**config.mk**
```make
export PLATFORM = sky130hd
export DESIGN_NAME = neuron_wb_slave
export DESIGN_NICKNAME = d
export VERILOG_FILES = /design/src/rtl/neuron_wb_pkg.sv /design/src/rtl/neuron_wb_slave_address_decoder.sv /design/src/rtl/neuron_wb_slave.sv
export SDC_FILE = /design/constraint.sdc
export NUM_CORES = 1
export LEC_CHECK = 0
export BUFFER_PORTS_ARGS = -buffer_cell sky130_fd_sc_hd__clkbuf_2
export CAP_MARGIN = 20
export CORE_AREA = 2 2 128 130
export CTS_CLUSTER_SIZE = 40
export DETAILED_ROUTE_END_ITERATION = 10
export DIE_AREA = 0 0 130 132
export PLACE_DENSITY_LB_ADDON = 0.3
export REMOVE_ABC_BUFFERS = 1
export SYNTH_ARGS = -nofsm -noshare
export SYNTH_HDL_FRONTEND = slang
export SYNTH_SLANG_ARGS = --single-unit
export TNS_END_PERCENT = 100
```
**constraint.sdc**
```tcl
create_clock -name wb_clk_i -period 3.2 [get_ports wb_clk_i]
set_input_delay 0.16 -clock wb_clk_i [delete_from_list [all_inputs] [get_ports wb_clk_i]]
set_output_delay 0.16 -clock wb_clk_i [all_outputs]
set_load 0.02 [all_outputs]
```
**src/rtl/neuron_wb_pkg.sv**
```systemverilog
// Shared types and constants for the neuron core Wishbone front-end.
// Region codes select on adr[13:12] within the BASE_HI window.
package neuron_wb_pkg;

  typedef enum logic [1:0] {
    StIdle,
    StDecode,
    StSynWait,
    StResp
  } state_e;

  localparam logic [15:0] BASE_HI = 16'h3000;

  typedef enum logic [1:0] {
    RegSyn   = 2'd0,
    RegParam = 2'd1,
    RegSpike = 2'd2,
    RegCtrl  = 2'd3
  } region_e;

  localparam logic [31:0] DONE_PIC_ADDR = 32'h3000_3100;
  localparam logic [1:0]  PARAM_WORDS   = 2'd3;

  typedef struct packed {
    logic syn;
    logic param;
    logic spike;
    logic cw;
    logic done;
    logic unmapped;
  } dec_t;

endpackage

```
**src/rtl/neuron_wb_slave_address_decoder.sv**
```systemverilog
// Classifies a captured Wishbone address into one neuron-core target.
// Pure bit slicing; exactly one field of dec_o is set.
module address_decoder
  import neuron_wb_pkg::*;
#(
  parameter logic [15:0] BaseHi = BASE_HI
) (
  input  logic [31:0] adr_i,
  output dec_t        dec_o
);

  logic    base_ok;
  region_e region;

  always_comb begin
    base_ok = (adr_i[31:16] == BaseHi) && (adr_i[15:14] == 2'b00);
    region  = region_e'(adr_i[13:12]);
    dec_o   = '0;
    if (base_ok) begin
      unique case (region)
        RegSyn:   dec_o.syn   = (adr_i[11:10] == 2'b00);
        RegParam: dec_o.param = (adr_i[3:2] < PARAM_WORDS);
        RegSpike: dec_o.spike = 1'b1;
        RegCtrl: begin
          dec_o.cw   = (adr_i[11:6] == 6'd0);
          dec_o.done = (adr_i[13:0] == DONE_PIC_ADDR[13:0]);
        end
        default: dec_o = '0;
      endcase
    end
    dec_o.unmapped = ~(dec_o.syn | dec_o.param | dec_o.spike | dec_o.cw | dec_o.done);
  end

endmodule

```
**src/rtl/neuron_wb_slave.sv**
```systemverilog
// Wishbone classic slave front-end for the 256x256 neuron core.
// Define NEURON_WB_ERR_EN to terminate unmapped accesses with wbs_err_o.
module neuron_wb_slave #(
  parameter logic [15:0] BASE_HI = neuron_wb_pkg::BASE_HI,
  parameter int unsigned SYN_AW  = 8
) (
  input  logic              wb_clk_i,
  input  logic              wb_rst_n,
  input  logic              wbs_cyc_i,
  input  logic              wbs_stb_i,
  input  logic              wbs_we_i,
  input  logic [3:0]        wbs_sel_i,
  input  logic [31:0]       wbs_adr_i,
  input  logic [31:0]       wbs_dat_i,
  output logic              wbs_ack_o,
  output logic              wbs_err_o,
  output logic [31:0]       wbs_dat_o,
  output logic              syn_en_o,
  output logic              syn_we_o,
  output logic [SYN_AW-1:0] syn_addr_o,
  output logic [3:0]        syn_wmask_o,
  output logic [31:0]       syn_wdata_o,
  input  logic [31:0]       syn_rdata_i,
  output logic              param_we_o,
  output logic [4:0]        param_num_o,
  output logic [1:0]        param_word_o,
  output logic [31:0]       param_wdata_o,
  input  logic [31:0]       param_rdata_i,
  input  logic [31:0]       spike_rdata_i,
  output logic              cw_we_o,
  output logic [3:0]        cw_idx_o,
  output logic [31:0]       cw_wdata_o,
  output logic              pic_done_o
);

  import neuron_wb_pkg::*;

`ifdef NEURON_WB_ERR_EN
  localparam bit ErrEn = 1'b1;
`else
  localparam bit ErrEn = 1'b0;
`endif

  state_e      state_q, state_d;
  logic [31:0] adr_q, adr_d;
  logic [31:0] wdat_q, wdat_d;
  logic [3:0]  sel_q, sel_d;
  logic        we_q, we_d;
  logic [31:0] rdata_q, rdata_d;
  logic        ack_q, ack_d;
  logic        err_q, err_d;
  dec_t        dec;
  logic        in_decode;
  logic        sel_full;
  logic [31:0] rd_mux;

  address_decoder #(
    .BaseHi(BASE_HI)
  ) u_address_decoder (
    .adr_i(adr_q),
    .dec_o(dec)
  );

  assign in_decode = (state_q == StDecode);
  assign sel_full  = (sel_q == 4'hF);

  // Target strobes exist only in DECODE, so they last exactly one cycle.
  assign syn_en_o   = in_decode & dec.syn;
  assign syn_we_o   = in_decode & dec.syn & we_q;
  assign param_we_o = in_decode & dec.param & we_q & sel_full;
  assign cw_we_o    = in_decode & dec.cw & we_q & sel_full;
  assign pic_done_o = in_decode & dec.done & we_q;

  assign syn_addr_o    = adr_q[SYN_AW+1:2];
  assign syn_wmask_o   = sel_q;
  assign syn_wdata_o   = wdat_q;
  assign param_num_o   = adr_q[8:4];
  assign param_word_o  = adr_q[3:2];
  assign param_wdata_o = wdat_q;
  assign cw_idx_o      = adr_q[5:2];
  assign cw_wdata_o    = wdat_q;

  // Gating with cyc suppresses termination when the master aborts in RESP.
  assign wbs_ack_o = ack_q & wbs_cyc_i;
  assign wbs_err_o = ErrEn & err_q & wbs_cyc_i;
  assign wbs_dat_o = wbs_ack_o ? rdata_q : 32'h0;

  always_comb begin
    rd_mux = 32'h0;
    if (dec.param) begin
      rd_mux = param_rdata_i;
    end else if (dec.spike) begin
      rd_mux = spike_rdata_i;
    end
  end

  always_comb begin
    state_d = state_q;
    adr_d   = adr_q;
    wdat_d  = wdat_q;
    sel_d   = sel_q;
    we_d    = we_q;
    rdata_d = rdata_q;
    ack_d   = 1'b0;
    err_d   = 1'b0;
    unique case (state_q)
      StIdle: begin
        if (wbs_cyc_i && wbs_stb_i) begin
          adr_d   = wbs_adr_i;
          wdat_d  = wbs_dat_i;
          sel_d   = wbs_sel_i;
          we_d    = wbs_we_i;
          state_d = StDecode;
        end
      end
      StDecode: begin
        if (!wbs_cyc_i) begin
          state_d = StIdle;
        end else if (dec.syn && !we_q) begin
          state_d = StSynWait;
        end else begin
          rdata_d = we_q ? 32'h0 : rd_mux;
          err_d   = ErrEn & dec.unmapped;
          ack_d   = ~err_d;
          state_d = StResp;
        end
      end
      StSynWait: begin
        if (!wbs_cyc_i) begin
          state_d = StIdle;
        end else begin
          rdata_d = syn_rdata_i;
          ack_d   = 1'b1;
          state_d = StResp;
        end
      end
      StResp:  state_d = StIdle;
      default: state_d = StIdle;
    endcase
  end

  always_ff @(posedge wb_clk_i or negedge wb_rst_n) begin
    if (!wb_rst_n) begin
      state_q <= StIdle;
      adr_q   <= 32'h0;
      wdat_q  <= 32'h0;
      sel_q   <= 4'h0;
      we_q    <= 1'b0;
      rdata_q <= 32'h0;
      ack_q   <= 1'b0;
      err_q   <= 1'b0;
    end else begin
      state_q <= state_d;
      adr_q   <= adr_d;
      wdat_q  <= wdat_d;
      sel_q   <= sel_d;
      we_q    <= we_d;
      rdata_q <= rdata_d;
      ack_q   <= ack_d;
      err_q   <= err_d;
    end
  end

endmodule

```
==> impl_metrics.py <==
metrics = {
    "status": {
        "outcome": "complete, no violations",
    },
    "pwr": {
        "seq_power_share": 0.347,
        "intPower_mw": 3.87,
        "powerDensity_nw_per_um2": 1010,
        "p_sw_mw": 3.33,
        "power.share.clock": 0.165,
        "pwr-share-comb": 0.488,
        "irDropWorstVdd_uv": 667,
        "switching_share": 0.462,
        "p_leak_nw": 3.65,
    },
    "final_layout": {
        "drive_gt1_frac": 0.603,
        "fill_cells": 1501,
        "multiInputGateArea_um2": 2150,
        "seq_area_um2": 2600,
        "postLayoutCoreUtil": 0.451,
        "area_growth_syn_to_layout_pct": 27.5,
        "nNetsFinal": 874,
        "antennaDiodeCount": 0,
    },
    "floorplan": {
        "die_w_um": 130,
        "core_um2": 15700,
        "io_pins": 327,
        "fp.dieH_um": 132,
        "num_rows": 46,
        "start_util": 0.354,
        "dieArea_um2": 17200,
    },
    "grt": {
        "grt_pass1_wl_um": 26500,
        "grt_max_degree": 67,
        "grt_overflow": 0,
        "grt_pass1_vias": 4908,
        "grt_usage": 0.204,
        "antenna_found_initial": 0,
    },
    "route": {
        "ant_nets": 0,
        "vias_per_cell": 5.32,
        "avgRoutedWirePerCell_um": 19.8,
        "vias": 4904,
        "dr.pass1.iters": 6,
        "drt_wl_total_um": 18200,
        "drc": 0,
        "drt_iter0_drc": 195,
    },
    "sta": {
        "hold_violations": 0,
        "setup_ws_ns": 0.550,
        "max_slew.worst_pin.slew_ns": 0.933,
        "skew_ns": 0.0110,
        "fmax_ghz": 0.377,
        "period_share": 0.828,
        "setup_violations": 0,
        "slew_violations": 0,
        "grt_setup_unrepaired": "false",
        "fin_crit_ns": 2.65,
        "slew_headroom": 0.378,
    },
    "clock_tree": {
        "path_clk_slew_ns": 0.08,
        "cts_made_buffers": 9,
        "h-tree-depth": 3,
        "cts_resized": 0,
        "clk_path_buf_depth": 2,
        "cts_tree": "yes",
        "cts_sinks": 104,
        "cts_root_buffer": "clkbuf_16",
        "clk_latency_ns": 0.35,
    },
    "logic_synthesis": {
        "synthFlopType": "dfrtp_1",
        "ys_seq_area_frac": 0.468,
        "synth-seq-cells": 104,
        "netlist_area_um2": 5560,
        "synth-edff-count": 0,
        "yosysWarnings": 0,
        "ys_async_sr_fraction": 1.00,
        "synth_cell_types": 33,
        "synthCells": 481,
        "syn_area_per_cell_um2": 11.6,
    },
    "setup_path": {
        "endpoint_kind": "output pin",
        "crit_type": "register to output pin",
        "crit_path_cell_trace": "nor4_1, nand3_2, or3_1, nor4_1, clkbuf_2",
        "slowest_delay_ns": 0.48,
        "crit_top_cell": "nor4_1",
        "cp-start-kind": "register",
        "cp_max_fo": 9,
        "cp_data_arrival_time_ns": 2.49,
        "slowest_stage": "or3_1",
        "crit_required_ns": 3.04,
    },
    "placement": {
        "dp_hpwl_um": 13400,
        "gp_congestion": 0.818,
        "place_ws_ns": 0.923,
        "io_buffers": 325,
    },
    "worst_hold_path": {
        "min_path_type": "input pin to register",
    },
    "job": {
        "maxCapViolations": 0,
    },
}
[critical path, delay by kind of cell, from the launching register on]
family | cells | cell delay (ns)
buffers and inverters | 1 | 0.25
AND/OR/NAND/NOR | 4 | 1.50
flip-flops | 1 | 0.38
[power groups by stage]
stage / sequential [mW] / combinational [mW] / clock [mW]
after CTS: 2.50 / 3.53 / 1.22
after detailed placement: 2.52 / 3.52 / 0
after floorplan: 3.36 / 1.17 / 0
after global routing: 2.60 / 3.72 / 1.28
final: 2.50 / 3.51 / 1.19
after global placement: 2.48 / 3.47 / 0
[flip-flops by register name, summed over array words and instances (netlist names)]
signal       flops
state_q          2
ack_q            1
we_q             1
adr_q           32
syn_wmask_o      4
cw_wdata_o      32
rdata_q         32
[metrics by stage]
stage / area [um2] / total power, mW / TNS, ns / hold WS, ns / cells
3_5_place_dp: 6760 / 6.04 / 0 / 0.267 / 905
4_1_cts: 7090 / 7.26 / 0 / 0.0171 / 922
5_1_grt: 7090 / 7.59 / 0 / 0.0172 / 922
6_report: 7090 / 7.20 / 0 / 0.0284 / 922
3_3_place_gp: 6760 / 5.95 / 0 / 0.241 / 905
2_1_floorplan: 4730 / 4.52 / -2.88 / -0.136 / 355
[area by class of cell]
cell class | count | share of cell area
Inverter | 5 | 0.00265
Tap cell | 216 | 0.0381
Timing Repair Buffer | 335 | 0.244
Clock inverter | 7 | 0.0138
Multi-Input combinational cell | 246 | 0.303
Clock buffer | 9 | 0.0318
Sequential cell | 104 | 0.367
[synth_stat cells (all sizes together) (2+ instances only)]
cell    count  area share
dfrtp     104        0.47
buf        99        0.13
mux2       69        0.14
nor4       40       0.045
a221o      32       0.058
a32oi      32       0.050
and3       32       0.036
clkbuf     27       0.018
nand2       6      0.0040
inv         5      0.0034
a21oi       4      0.0036
ha          4      0.0090
nand3       4      0.0036
nand4       3      0.0034
nor2        3      0.0020
nor2b       2      0.0022
nor3        2      0.0018
or4         2      0.0034
[timing repair]
action	in CTS	in global routing
setup buffers	0	0
endpoints found under the hold margin	54	0
hold buffers	1	0
[final timing paths]
path / from / end / slack [ns] / depth (start not counted)
max reg2reg: adr_q[31] / rdata_q[27] / 1.03 / 4
min: wbs_dat_i[25] / cw_wdata_o[25] / 0.03 / 2
min in group asynchronous: wb_rst_n / rdata_q[31] / 0.41 / 2
max: adr_q[31] / pic_done_o / 0.55 / 5
max in group asynchronous: wb_rst_n / ack_q / 1.99 / 3
min reg2reg: adr_q[0] / adr_q[0] / 0.51 / 1
[cells in the final DEF, fill, tap and decap left out, types with 2 or more instances in the layout]
cell / n
buf_12: 2
mux2_2: 69
nor4_1: 40
nor3_1: 2
clkinv_8: 2
a21oi_1: 3
inv_1: 5
buf_4: 8
a32oi_1: 32
nor2_1: 3
clkbuf_2: 324
nand3_1: 2
ha_1: 4
nand4_1: 3
and3_1: 32
dfrtp_1: 104
clkbuf_16: 9
inv_6: 3
nand2_1: 6
a221o_1: 32
[metal layers]
layer	up-vias	track usage	part of all wire
li1	2185	-	-
met1	2407	0.225	0.38
met2	276	0.373	0.51
met3	36	0.0410	0.078
met4	0	0.0860	0.031
met5	-	0	0
[kinds of logic after synthesis]
family	count (synthesis)	share of synthesized area
and+or+nand+nor	97	0.105
adders and majority gates	4	0.00900
other	1	0.000674
muxes	69	0.140
buffers and inverters	131	0.152
AOI/OAI and AO/OA	75	0.125
DFF	104	0.468
(Power assumes the default switching activity.)
